==> src/rtl/macc_sched_pkg.sv <==
// Shared state encoding, default widths and element-array type for the MACC window scheduler.
package macc_sched_pkg;

   localparam int unsigned DEF_N               = 32;
   localparam int unsigned DEF_CNT_W           = 16;
   localparam int unsigned DEF_ARRAY_WIDTH     = 3;
   localparam int unsigned DEF_NUM_TOT_ELEMENT = DEF_ARRAY_WIDTH * DEF_ARRAY_WIDTH;

   typedef enum logic [1:0] {
      StIdle,
      StKernel,
      StStream,
      StDrain
   } sched_state_e;

   // Window / kernel as an indexable array of elements; element 0 sits in the low bits.
   typedef logic [DEF_NUM_TOT_ELEMENT-1:0][DEF_N-1:0] elem_array_t;

endpackage

==> src/rtl/macc_pipe_reg.sv <==
// Valid/ready register slice: accepts new data whenever it is empty or being drained this cycle.
module macc_pipe_reg #(
   parameter int unsigned W = 32
) (
   input  logic         clk,
   input  logic         rst,
   input  logic         in_valid,
   output logic         in_ready,
   input  logic [W-1:0] in_data,
   output logic         out_valid,
   input  logic         out_ready,
   output logic [W-1:0] out_data
);

   logic         valid_q;
   logic [W-1:0] data_q;

   assign in_ready  = !valid_q || out_ready;
   assign out_valid = valid_q;
   assign out_data  = data_q;

   always_ff @(posedge clk) begin
      if (rst) begin
         valid_q <= 1'b0;
         data_q  <= '0;
      end else if (in_ready) begin
         valid_q <= in_valid;
         if (in_valid) begin
            data_q <= in_data;
         end
      end
   end

endmodule

==> src/rtl/macc_window_scheduler.sv <==
// Job/kernel/window sequencer around an external combinational MACC with a 2-stage pipeline.
// Optional kernel reuse across jobs is enabled by defining MACC_SCHED_KERNEL_REUSE_EN.
module macc_window_scheduler
   import macc_sched_pkg::*;
#(
   parameter int unsigned Q               = 15,
   parameter int unsigned N               = DEF_N,
   parameter int unsigned ARRAY_WIDTH     = DEF_ARRAY_WIDTH,
   parameter int unsigned NUM_TOT_ELEMENT = ARRAY_WIDTH * ARRAY_WIDTH,
   parameter int unsigned CNT_W           = DEF_CNT_W
) (
   input  logic                         clk,
   input  logic                         rst,
   input  logic                         job_valid,
   output logic                         job_ready,
   input  logic [CNT_W-1:0]             job_count,
   input  logic [N-1:0]                 job_bias,
   input  logic                         job_reuse,
   input  logic                         kern_valid,
   output logic                         kern_ready,
   input  logic [NUM_TOT_ELEMENT*N-1:0] kern_data,
   input  logic                         win_valid,
   output logic                         win_ready,
   input  logic [NUM_TOT_ELEMENT*N-1:0] win_data,
   output logic [NUM_TOT_ELEMENT*N-1:0] macc_array_1,
   output logic [NUM_TOT_ELEMENT*N-1:0] macc_array_2,
   output logic [N-1:0]                 macc_bias,
   input  logic [N-1:0]                 macc_result,
   output logic                         res_valid,
   input  logic                         res_ready,
   output logic [N-1:0]                 res_data,
   output logic                         res_last,
   output logic                         busy,
   output logic                         done
);

   // Q only matters to the MACC itself.
   localparam int unsigned unused_q = Q;
   localparam logic [CNT_W-1:0] CntOne = CNT_W'(1);

   sched_state_e                 state_q, state_d;
   logic [CNT_W-1:0]             cnt_total_q, issue_cnt_q, issue_nxt;
   logic                         kernel_loaded_q;
   logic                         s1_valid_q, s1_last_q;
   logic                         done_q;
   logic [NUM_TOT_ELEMENT*N-1:0] macc_array_1_q, macc_array_2_q;
   logic [N-1:0]                 macc_bias_q;

   logic job_fire, kern_fire, win_fire, res_fire_last;
   logic adv2, issue_last, kernel_skip;
   logic [N:0] s2_data;

   assign job_fire      = job_valid && job_ready;
   assign kern_fire     = kern_valid && kern_ready;
   assign win_fire      = win_valid && win_ready;
   assign res_fire_last = res_valid && res_ready && res_last;
   assign issue_nxt     = issue_cnt_q + CntOne;
   assign issue_last    = (issue_nxt == cnt_total_q);

`ifdef MACC_SCHED_KERNEL_REUSE_EN
   assign kernel_skip = job_reuse && kernel_loaded_q;
`else
   logic unused_reuse;
   assign kernel_skip  = 1'b0;
   assign unused_reuse = job_reuse ^ kernel_loaded_q;
`endif

   always_ff @(posedge clk) begin
      if (rst) begin
         state_q <= StIdle;
      end else begin
         state_q <= state_d;
      end
   end

   always_comb begin
      state_d = state_q;
      unique case (state_q)
         StIdle: begin
            if (job_fire && (job_count != '0)) begin
               state_d = kernel_skip ? StStream : StKernel;
            end
         end
         StKernel: begin
            if (kern_fire) state_d = StStream;
         end
         StStream: begin
            if (win_fire && issue_last) state_d = StDrain;
         end
         StDrain: begin
            if (res_fire_last) state_d = StIdle;
         end
         default: state_d = StIdle;
      endcase
   end

   always_comb begin
      job_ready  = 1'b0;
      kern_ready = 1'b0;
      win_ready  = 1'b0;
      busy       = (state_q != StIdle);
      unique case (state_q)
         StIdle:   job_ready  = !done_q;
         StKernel: kern_ready = 1'b1;
         // A new window may enter stage 1 only if the current occupant moves on this cycle.
         StStream: win_ready  = (issue_cnt_q < cnt_total_q) && (!s1_valid_q || adv2);
         default:  ;
      endcase
   end

   always_ff @(posedge clk) begin
      if (rst) begin
         cnt_total_q     <= '0;
         issue_cnt_q     <= '0;
         kernel_loaded_q <= 1'b0;
         s1_valid_q      <= 1'b0;
         s1_last_q       <= 1'b0;
         done_q          <= 1'b0;
         macc_array_1_q  <= '0;
         macc_array_2_q  <= '0;
         macc_bias_q     <= '0;
      end else begin
         done_q <= 1'b0;
         if (job_fire) begin
            cnt_total_q <= job_count;
            macc_bias_q <= job_bias;
            issue_cnt_q <= '0;
            if (job_count == '0) done_q <= 1'b1;
         end
         if (kern_fire) begin
            macc_array_2_q  <= kern_data;
            kernel_loaded_q <= 1'b1;
         end
         if (win_fire) begin
            macc_array_1_q <= win_data;
            issue_cnt_q    <= issue_nxt;
            s1_last_q      <= issue_last;
            s1_valid_q     <= 1'b1;
         end else if (adv2) begin
            s1_valid_q <= 1'b0;
         end
         if ((state_q == StDrain) && res_fire_last) done_q <= 1'b1;
      end
   end

   macc_pipe_reg #(
      .W (N + 1)
   ) u_stage2 (
      .clk       (clk),
      .rst       (rst),
      .in_valid  (s1_valid_q),
      .in_ready  (adv2),
      .in_data   ({s1_last_q, macc_result}),
      .out_valid (res_valid),
      .out_ready (res_ready),
      .out_data  (s2_data)
   );

   assign {res_last, res_data} = s2_data;
   assign macc_array_1         = macc_array_1_q;
   assign macc_array_2         = macc_array_2_q;
   assign macc_bias            = macc_bias_q;
   assign done                 = done_q;

endmodule

==> config.mk <==
export PLATFORM = sky130hd
export DESIGN_NAME = macc_window_scheduler
export DESIGN_NICKNAME = d
export VERILOG_FILES = /design/src/rtl/macc_sched_pkg.sv /design/src/rtl/macc_pipe_reg.sv /design/src/rtl/macc_window_scheduler.sv
export SDC_FILE = /design/constraint.sdc
export NUM_CORES = 1
export LEC_CHECK = 0
export BUFFER_PORTS_ARGS = -buffer_cell sky130_fd_sc_hd__buf_2
export CELL_PAD_IN_SITES_DETAIL_PLACEMENT = 0
export CELL_PAD_IN_SITES_GLOBAL_PLACEMENT = 1
export CORE_AREA = 2 2 509 511
export DETAILED_ROUTE_END_ITERATION = 10
export DIE_AREA = 0 0 511 513
export GPL_ROUTABILITY_DRIVEN = 0
export PLACE_DENSITY = 0.3
export SLEW_MARGIN = 30
export SYNTH_ARGS = -nofsm -noshare
export SYNTH_HDL_FRONTEND = slang
export SYNTH_SLANG_ARGS = --single-unit
==> constraint.sdc <==
create_clock -name clk -period 3.2 [get_ports clk]
set_clock_uncertainty 0.05 [all_clocks]
set_input_delay 0.48 -clock clk [delete_from_list [all_inputs] [get_ports clk]]
set_output_delay 0.48 -clock clk [all_outputs]
set_load 0.05 [all_outputs]
# Word-level counts from Yosys, hierarchy flattened
# Index checks and enable logic that the tools add are counted.
[op_classes]
muxes = 15
n_reduce_logical = 22
n_lt_le_gt_ge = 1
n_eq_ne = 8
add_sub_neg = 1
[ops]
columns = ["operator", "count"]
rows = [
  ["$mux W16", 2],
  ["$add A16 B1 Y16 const B", 1],
  ["$eq A16 B16 Y1", 1],
  ["$logic_not A16 Y1", 1],
  ["$lt A16 B16 Y1", 1],
  ["$reduce_bool A16 Y1", 1],
  ["$logic_and A1 B1 Y1", 9],
  ["$mux W1", 8],
  ["$mux W2", 4],
  ["$ne A2 B2 Y1 const B", 4],
  ["$pmux W2 S4", 1],
  ["$reduce_bool A2 Y1", 3],
  ["$eq A2 B2 Y1 const B", 2],
  ["$reduce_and A4 Y1", 1],
  ["$logic_not A1 Y1", 3],
  ["$eq A2 B1 Y1 const B", 1],
  ["$logic_not A2 Y1", 1],
  ["$logic_or A1 B1 Y1", 2],
  ["$reduce_and A2 Y1", 1],
]
[totals]
out_inout_bits = 647
input_bits = 663
regBits = 679

# Depth between registers and ports, before layout
# Gate-level depths: netlist (run 1).
[depth]
ltp_word = 9
mapped_depth = 12
ltp_nobuf = 10

# Hierarchy
# A second synthesis (run 1) with hierarchy kept.
[hier_totals]
hier_cells = 3120
hier_area_um2 = 24741.2
[modules_own_cells]
columns = ["module", "seq_area_each_um2", "cells_each", "area_per_inst_um2", "instances"]
rows = [
  ["macc_window_scheduler", 12912.4, 2965, 23119.7, 1],
  ["macc_pipe_reg", 680.7, 155, 1621.6, 1],
]

# Least setup slack after synthesis (run 1)
# Ideal clock, no wire load.
[synth_path]
kind = "reg2out"
start = "register cnt_total_q[9]"
end = "output port win_ready"
t_arrival_ns = 2.570
stages_incl_launch_ff = 8
slack_ns = 0.100
n_path_buf = 0
cell_sequence = "dfxtp_1 -> inv_1 -> ha_1 -> a21o_1 -> nand3_1 -> nand2_1 -> o41a_1 -> nor3_1"
[synth_via]
elab_chain_len = 3
[synth_rtl]
columns = ["item", "line", "source"]
rows = [
  ["start, declared", "macc_window_scheduler.sv:42", "logic [CNT_W-1:0] cnt_total_q, issue_cnt_q, issue_nxt;"],
  ["start signal, assigned", "macc_window_scheduler.sv:125", "cnt_total_q <= job_count;"],
  ["$lt A16 B16 Y1", "macc_window_scheduler.sv:106", "StStream: win_ready = (issue_cnt_q < cnt_total_q) && (!s1_valid_q || adv2);"],
  ["$logic_and A1 B1 Y1", "macc_window_scheduler.sv:106", ""],
  ["$mux W1", "macc_window_scheduler.sv:102", "unique case (state_q)"],
  ["end, declared", "macc_window_scheduler.sv:23", "output logic win_ready,"],
]
# No other way between the ends.

# Final worst setup path (run 1)
[layout_path]
start = "register cnt_total_q[1]"
end = "output port win_ready"
# Same word-level chain as after synthesis.

==> flow_summary.json, run 1 <==
{
  "die_h_um": 513,
  "critPathArrivalTime_ps": 2620,
  "post-route-drc-count": 0,
  "hold_depth": 3,
  "dp_hpwl_um": 138000,
  "clk_pin_slew_worst_paths_ps": 50,
  "cts.sinks": 679,
  "die_w_um": 511,
  "coreArea_um2": 256000,
  "rsz0062_at_grt": "yes",
  "whs_ps": 81.6,
  "ys_types": 50,
  "drive_gt1_share_pct": 31.2,
  "setup_viol": 0,
  "wirelength_um": 174000,
  "crit_chain": "inv_2 > ha_4 > nor2b_4 > o211ai_1 > a21oi_2 > o41a_1 > nor3_2 > buf_4 > buf_12",
  "cts_tree": "yes",
  "worstMarginPinSlew_ps": 886,
  "hp-start": "kern_data[251]",
  "reg2reg_slack_ps": 250,
  "nets": 5746,
  "fin_crit_ps": 3150,
  "antenna_found_initial": 43,
  "vias": 28500,
  "rr_startpoint": "cnt_total_q[1]$_SDFFE_PP0P_",
  "slew_viol_final": 0,
  "cts_buffer_depth": 3,
  "drtIter0Drc": 1260,
  "dp.cells": 7707,
  "cpPeakStageDelay_ps": 440,
  "grt_pass1_vias": 29600,
  "grt_use_met1_pct": 14.2,
  "ys_async_sr_fraction_pct": 0,
  "slew_headroom_pct": 40.9,
  "finalCritPeriodShare_pct": 98.5,
  "cp-start-kind": "flip-flop",
  "cp_data_required_time_ps": 2670,
  "fmax_mhz": 317,
  "syn_inst": 3131,
  "reg2reg_depth": 13,
  "p_per_area_nw_per_um2": 683,
  "htreeDepth": 3,
  "cp-end-kind": "output port",
  "ys_ff_latch": 679,
  "hold_viol": 0,
  "yosys_warnings": 0,
  "crit_type": "reg -> out",
  "ant_nets": 0,
  "placed_area_um2": 35500,
  "max-vdd-ir-drop_uv": 447,
  "cp_max_fo": 2,
  "finish.utilization_pct": 17.7,
  "ys.flop_type": "dfxtp_1",
  "grt_pass1_wl_um": 239000,
  "viasPerCell": 3.34,
  "grt_use_total_pct": 12.8,
  "grt_use_met3_pct": 5.74,
  "slowest_stage": "o41a_1",
  "layout_commonest_cell": "nand2_1",
  "io_pins": 1310,
  "rows": 186,
  "numCtsBuffers": 99,
  "leakage_nw": 18.8,
  "drtPass1Iterations": 5,
  "numPortBuffers": 1308,
  "rr_endpoint": "macc_array_1[43]$_SDFFE_PP0P_",
  "grt_max_degree": 109,
  "start_util_pct": 9.50,
  "busiest_layer": "met2",
  "cap_violations": 0,
  "synthesis.area_um2": 24300,
  "grt_overflow": 0,
  "die_area_um2": 262000,
  "outcome": "finished clean",
  "synth.avg_cell_area_um2": 7.77,
  "avgRoutedWirePerCell_um": 20.4,
  "area_growth_pct": 85.9,
  "cts_root_buf": "clkbuf_16",
  "min_to": "macc_array_2[251]$_SDFFE_PP0P_",
  "synth_edf_count": 0,
  "hold_class": "in -> reg",
  "p_total_mw": 30.9,
  "ys_seq_area_share_pct": 55.9,
  "fin_cells": 8545,
  "syn-num-nets": 3816,
  "fin_area_um2": 45200,
  "final_cell_mix": "1336 x nand2_1, 1306 x buf_2, 679 x a21oi_1",
  "clock_latency_ps": 760,
  "grt_use_met2_pct": 22.1
}
logic make-up after synthesis:
group | count (synthesis) | share of synthesized area, %
buffers and inverters | 257 | 4.14
AND/OR/NAND/NOR | 1431 | 22.9
flip-flops | 679 | 55.9
multiplexers | 3 | 0.123
adder cells (fa/ha/maj) | 22 | 1.13
AO/OA/AOI/OAI | 723 | 15.3
XOR/XNOR | 16 | 0.576
Yosys cell counts (all sizes together) (2+ instances only):
cell	count	area (µm²)
a2111oi	2	17.5
a211oi	4	30.0
a21boi	2	15.0
a21o	3	22.5
a21oi	681	3410
a311oi	6	52.6
a31oi	4	25.0
and2	5	31.3
and3	4	25.0
and4	2	17.5
buf	38	185
clkbuf	197	741
dfxtp	679	13600
ha	22	275
inv	22	82.6
mux2i	3	30.0
nand2	1338	5020
nand2b	3	18.8
nand3	9	45.0
nand3b	3	22.5
nand4	10	68.8
nor2	26	97.6
nor2b	5	31.3
nor3	8	50.1
nor4	6	43.8
o211ai	2	15.0
o21ai	9	45.0
or2	2	12.5
or3	5	31.3
or4	2	15.0
xnor2	11	96.3
xor2	5	43.8
flip-flops by register name (all words and copies together) (netlist names), 2 cells and up:
name               count
cnt_total_q           16
issue_cnt_q           16
macc_array_1         288
macc_array_2         288
macc_bias             32
state_q                2
u_stage2.out_data     33
report_power, final:
group | switching [mW] | total (mW) | internal (mW)
Clock | 4.69 | 11.2 | 6.50
Sequential | 0.500 | 9.90 | 9.40
Combinational | 7.15 | 9.83 | 2.68
Total | 12.3 | 30.9 | 18.6
per-stage QoR:
stage	setup slack, ps	TNS [ps]
floorplan	99.8	0
global placement	191	0
detailed placement	178	0
CTS	-174	-174
global route	-182	-182
finish	47.1	0
final cells by class:
type	count	area, µm²
diodes	20	50.0
clock buffers	159	2990
clock inverters	22	290
fillers	29500	211000
inverters	22	82.6
multi-input cells	2195	9800
flip-flops and latches	679	13600
well taps	3384	4230
repair buffers	2064	14200
worst max path at each step:
stage,startpoint,end,slack (ps)
2_1_floorplan,cnt_total_q[9]$_SDFFE_PP0P_,win_ready,100
3_3_place_gp,cnt_total_q[1]$_SDFFE_PP0P_,macc_array_1[173]$_SDFFE_PP0P_,190
3_5_place_dp,cnt_total_q[1]$_SDFFE_PP0P_,macc_array_1[150]$_SDFFE_PP0P_,180
4_1_cts,cnt_total_q[1]$_SDFFE_PP0P_,win_ready,-170
5_1_grt,cnt_total_q[11]$_SDFFE_PP0P_,win_ready,-180
6_report,cnt_total_q[1]$_SDFFE_PP0P_,win_ready,50
routing by layer:
layer,up-vias,part of all wire [%]
met5,-,0.025
met4,6,2.1
met3,180,10
met2,1015,48
met1,13300,40
li1,14000,-
what timing repair did:
| item | in CTS | in global routing |
|---|---|---|
| endpoints found under the hold margin | 636 | 0 |
| buffers inserted | 1 | 0 |
| gates resized for setup | 7 | 7 |
| setup endpoints to repair | 1 | 34 |
| hold buffers | 636 | 0 |
| pin swaps | 5 | 2 |
worst max-delay path: cells and delay by family (launching register included):
| family | cells | cell delay (ps) |
|---|---|---|
| AO/OA/AOI/OAI | 3 | 770 |
| adder cells (fa/ha/maj) | 1 | 200 |
| AND/OR/NAND/NOR | 2 | 240 |
| buffers and inverters | 3 | 310 |
| flip-flops | 1 | 330 |
(Power assumes the default switching activity.)
==> run 2, diff against run 1 <==
- PLACE_DENSITY: 0.3 -> 0.39
==> run 2 against run 1 <==
Net effect: combinational power up 0.7%; clock power about the same; via count is 1.0% higher; register-to-register slack worse by 100 ps; critical path type unchanged; sequential share of layout area shrank 0.060 points; cell count about the same.
==> flow_summary.json, run 2 (synthesis results as in run 1) <==
{
  "rsz0062_at_grt": "yes",
  "placed_area_um2": 35700,
  "numCtsBuffers": 95,
  "grt_use_met3_pct": 5.81,
  "antenna_found_initial": 49,
  "grt_pass1_vias": 29400,
  "post-route-drc-count": 0,
  "slowest_stage": "o41a_1",
  "cp-end-kind": "output port",
  "htreeDepth": 3,
  "crit_type": "reg -> out",
  "cts_buffer_depth": 3,
  "vias": 28800,
  "finalCritPeriodShare_pct": 99.2,
  "grt_use_total_pct": 12.3,
  "dp_hpwl_um": 136000,
  "cp_data_required_time_ps": 2670,
  "die_area_um2": 262000,
  "crit_chain": "inv_2 > ha_4 > nor2b_4 > o211ai_1 > a21oi_2 > o41a_1 > nor3_2 > buf_4 > buf_12",
  "grt_use_met1_pct": 14.2,
  "slew_headroom_pct": 60.5,
  "rows": 186,
  "busiest_layer": "met2",
  "fillers": 29400,
  "grt_use_met2_pct": 20.4,
  "nets": 5756,
  "grt_overflow": 0,
  "area_growth_pct": 86.4,
  "wirelength_um": 168000,
  "cts.sinks": 679,
  "hold_class": "in -> reg",
  "drtPass1Iterations": 5,
  "viasPerCell": 3.37,
  "whs_ps": 80.9,
  "fmax_mhz": 315,
  "clk_pin_slew_worst_paths_ps": 60,
  "outcome": "finished clean",
  "die_w_um": 511,
  "avgRoutedWirePerCell_um": 19.7,
  "leakage_nw": 18.9,
  "multi_input_area_um2": 9830,
  "grt_pass1_wl_um": 231000,
  "cap_violations": 0,
  "slew_viol_final": 0,
  "max-vdd-ir-drop_uv": 387,
  "critPathArrivalTime_ps": 2640,
  "numPortBuffers": 1308,
  "reg2reg_slack_ps": 150,
  "cpPeakStageDelay_ps": 450,
  "io_pins": 1310,
  "grt_max_degree": 98,
  "p_per_area_nw_per_um2": 681,
  "fin_tns_setup_ps": 0,
  "drive_gt1_share_pct": 31.7,
  "cp_max_fo": 2,
  "ant_nets": 0,
  "setup_viol": 0,
  "start_util_pct": 9.50,
  "final_cell_mix": "1337 x nand2_1, 1306 x buf_2, 677 x a21oi_1",
  "hold_viol": 0,
  "fin_crit_ps": 3170,
  "finish.utilization_pct": 17.7,
  "drtIter0Drc": 1220,
  "coreArea_um2": 256000,
  "fin_area_um2": 45300,
  "layout_commonest_cell": "nand2_1",
  "cts_tree": "yes",
  "cts_root_buf": "clkbuf_16",
  "die_h_um": 513,
  "clock_latency_ps": 710,
  "cp-start-kind": "flip-flop",
  "seq_area_um2": 13600,
  "worstMarginPinSlew_ps": 592
}
## run 2: changes by cell type in the layout (fill, tap and decap cells not counted), moves of 2 or more
cell / previous run / this run
clkbuf_1: 31 / 21
clkinv_2: 9 / 16
ha_4: 1 / 4
dlygate4sd3_1: 636 / 625
buf_12: 29 / 33
buf_4: 91 / 112
a21oi_1: 679 / 677
clkbuf_8: 29 / 21
ha_1: 20 / 18
clkbuf_16: 99 / 96
bufinv_16: 1 / 6
a21oi_2: 2 / 4
clkinvlp_4: 1 / 4
## run 2: layout make-up
class	count	area share, %
Multi-Input combinational cell	2195	21.7
Sequential cell	679	30.0
Inverter	22	0.182
Tap cell	3384	9.34
Clock buffer	138	6.11
Timing Repair Buffer	2078	31.6
Antenna cell	21	0.116
Clock inverter	34	0.977
## run 2: worst paths after layout
kind                                       from                              to  depth (start not counted)
setup / recovery    cnt_total_q[1]$_SDFFE_PP0P_                       win_ready                          9
hold / removal                    win_data[225]  macc_array_1[225]$_SDFFE_PP0P_                          3
setup reg to reg    cnt_total_q[1]$_SDFFE_PP0P_     issue_cnt_q[3]$_SDFFE_PP0P_                         12
hold reg to reg   macc_array_1[10]$_SDFFE_PP0P_   macc_array_1[10]$_SDFFE_PP0P_                          2
## run 2: where the power goes
part / internal, mW / leakage [nW] / switching, mW / total (mW)
combinational: 2.76 / 11.8 / 7.14 / 9.90
sequential: 9.39 / 5.50 / 0.501 / 9.89
clock: 6.51 / 1.57 / 4.57 / 11.1
## run 2: stage by stage
stage,power (mW),instances,setup slack [ps]
2_1_floorplan,15.7,3131,99.8
3_3_place_gp,19.5,7730,196
3_5_place_dp,19.5,7730,229
4_1_cts,31.7,8529,-115
5_1_grt,32.6,8540,-181
6_report,30.9,8551,26.2
## run 2: critical path, delay by kind of cell, from the launching register on
kind / cells / cell delay, ps
compound gates: 3 / 740
buf+inv: 3 / 340
flops: 1 / 330
simple gates: 2 / 310
fa+ha+maj: 1 / 200
## run 2: timing repair
| item | CTS | global route |
|---|---|---|
| setup buffers | 2 | 1 |
| cloned | 0 | 0 |
| endpoints found under the setup margin | 1 | 1 |
| hold buffers | 625 | 0 |
| resized for setup | 9 | 11 |
| pin swaps | 5 | 8 |
| hold endpoints to repair | 625 | 0 |
## run 2: metal layers
metal | part of all wire [%] | wire length, µm
met5 | 0.11 | 190
met1 | 41 | 68400
met2 | 46 | 78100
met3 | 11 | 17800
met4 | 2.4 | 4010
==> run 3, diff against run 2 <==
- CAP_MARGIN: default -> 40
- GPL_TIMING_DRIVEN: default -> 0
- SLEW_MARGIN: 30 -> default
==> run 3 against run 2 <==
Net effect: combinational power up 0.5%; hold slack better by 10 ps; fmax up 0.40%; via count up 2.0%; critical path depth down 1; power down 3.0%; largest cell class unchanged; largest power group unchanged; sequential share of layout area up 0.24 points; register-to-register slack worse by 50 ps; routed wire length up 9.7%.
==> flow_summary.json, run 3 (synthesis results as in run 1) <==
{
  "outcome": "finished clean",
  "cpPeakStageDelay_ps": 470,
  "ant_nets": 0,
  "grt_pass1_wl_um": 247000,
  "slew_headroom_pct": 43.3,
  "cap_violations": 0,
  "seq_area_um2": 13600,
  "drive_gt1_share_pct": 29.9,
  "fillers": 29500,
  "start_util_pct": 9.50,
  "cts_tree": "yes",
  "hold_depth": 3,
  "grt_use_total_pct": 13.5,
  "die_w_um": 511,
  "fin_crit_ps": 3160,
  "cts_buffer_depth": 3,
  "intPower_mw": 17.8,
  "coreArea_um2": 256000,
  "numPortBuffers": 1307,
  "antenna_found_initial": 92,
  "switching_share_pct": 40.7,
  "final_cell_mix": "1334 x buf_2, 1331 x nand2_1, 679 x a21oi_1",
  "layout_commonest_cell": "buf_2",
  "fmax_mhz": 316,
  "cp-start-kind": "flip-flop",
  "cts.sinks": 679,
  "slew_viol_final": 0,
  "cts_root_buf": "clkbuf_16",
  "dp.cells": 7846,
  "wirelength_um": 185000,
  "grt_pass1_vias": 30200,
  "area_growth_pct": 85.0,
  "worstMarginPinSlew_ps": 850,
  "die_h_um": 513,
  "post-route-drc-count": 0,
  "critPathArrivalTime_ps": 2630,
  "clk_pin_slew_worst_paths_ps": 50,
  "clock_latency_ps": 690,
  "vias": 29400,
  "viasPerCell": 3.39,
  "slowest_stage": "o41a_1",
  "avgRoutedWirePerCell_um": 21.3,
  "grt_overflow": 0,
  "reg2reg_depth": 13,
  "fin_cells": 8672,
  "die_area_um2": 262000,
  "hp-start": "kern_data[22]",
  "finish.utilization_pct": 17.6,
  "drtPass1Iterations": 5,
  "rows": 186,
  "setup_viol": 0,
  "whs_ps": 91.2,
  "nets": 5875,
  "cp-end-kind": "output port",
  "crit_type": "reg -> out",
  "critPathLaunch": "cnt_total_q[9]$_SDFFE_PP0P_",
  "fin_tns_setup_ps": 0,
  "finalCritPeriodShare_pct": 98.8,
  "hold_viol": 0,
  "dp_hpwl_um": 157000,
  "p_switching_mw": 12.2,
  "leakage_nw": 18.6,
  "multi_input_area_um2": 9800,
  "clkPwrFrac_pct": 33.5,
  "crit_chain": "inv_1 > ha_1 > a21o_1 > nand3_1 > nand2_1 > o41a_1 > nor3_2 > buf_6",
  "p_per_area_nw_per_um2": 666,
  "io_pins": 1310,
  "drtIter0Drc": 1363,
  "grt_max_degree": 16,
  "max-vdd-ir-drop_uv": 431,
  "hold_class": "in -> reg",
  "htreeDepth": 3,
  "cp_max_fo": 4,
  "power_frac_seq_pct": 33.3,
  "numCtsBuffers": 93,
  "cp_data_required_time_ps": 2670,
  "rsz0062_at_grt": "yes",
  "rr_startpoint": "cnt_total_q[9]$_SDFFE_PP0P_",
  "combinationalPowerShare_pct": 33.2,
  "p_total_mw": 30.0
}
-- run 3: cell count changes in the layout (fill, tap and decap cells not counted), sizes merged, moves of 4 or more --
cell and change:
buf -81, bufinv -5, clkbuf +186, clkinv -4
diode +17, dlygate4sd3 +8
-- run 3: what timing repair did --
| action | in CTS | in global routing |
|---|---|---|
| hold endpoints to repair | 633 | 0 |
| hold buffers | 633 | 0 |
| endpoints found under the setup margin | 308 | 306 |
| setup buffers | 3 | 0 |
| resized for setup | 70 | 48 |
| pin swaps | 6 | 0 |
-- run 3: critical path, delay by kind of cell, from the launching register on --
family                     cells  cell delay (ps)
adders and majority gates      1              310
buffers and inverters          2              250
AOI/OAI and AO/OA              2              650
and+or+nand+nor                3              310
DFF                            1              380
-- run 3: metrics by stage --
| step | setup slack (ps) | cell area (µm²) |
|---|---|---|
| after CTS | -141 | 44800 |
| after floorplan | 99.8 | 24300 |
| after detailed placement | -994 | 35500 |
| final | 38.9 | 45000 |
| after global placement | -2630 | 35100 |
| after global routing | -137 | 44900 |
-- run 3: area by class of cell --
class | count | share of cell area (%)
Buffer | 232 | 2.45
Inverter | 22 | 0.184
Clock inverter | 25 | 0.445
Sequential cell | 679 | 30.2
Antenna cell | 38 | 0.211
Tap cell | 3384 | 9.41
Multi-Input combinational cell | 2195 | 21.8
Timing Repair Buffer | 1967 | 29.4
Clock buffer | 130 | 5.84
-- run 3: final timing paths --
check	slack (ps)	end
max	40	win_ready
min	90	macc_array_2[22]$_SDFFE_PP0P_
max reg2reg	100	macc_array_1[58]$_SDFFE_PP0P_
min reg2reg	400	macc_array_2[6]$_SDFFE_PP0P_
-- run 3: power groups by stage --
stage | clock (mW) | combinational (mW) | sequential (mW)
after global placement | 0 | 9.21 | 10.1
after detailed placement | 0 | 9.32 | 10.2
after CTS | 10.5 | 10.2 | 9.99
after floorplan | 0 | 2.63 | 13.0
final | 10.0 | 9.95 | 9.98
after global routing | 10.7 | 10.7 | 10.1
-- run 3: metal layers --
| layer | track usage [%] | vias to the layer above | part of all wire [%] |
|---|---|---|---|
| li1 | - | 14400 | - |
| met1 | 15.3 | 13600 | 40 |
| met2 | 22.3 | 1181 | 46 |
| met3 | 5.56 | 240 | 9.7 |
| met4 | 5.64 | 28 | 4.1 |
| met5 | 0 | - | 0.099 |
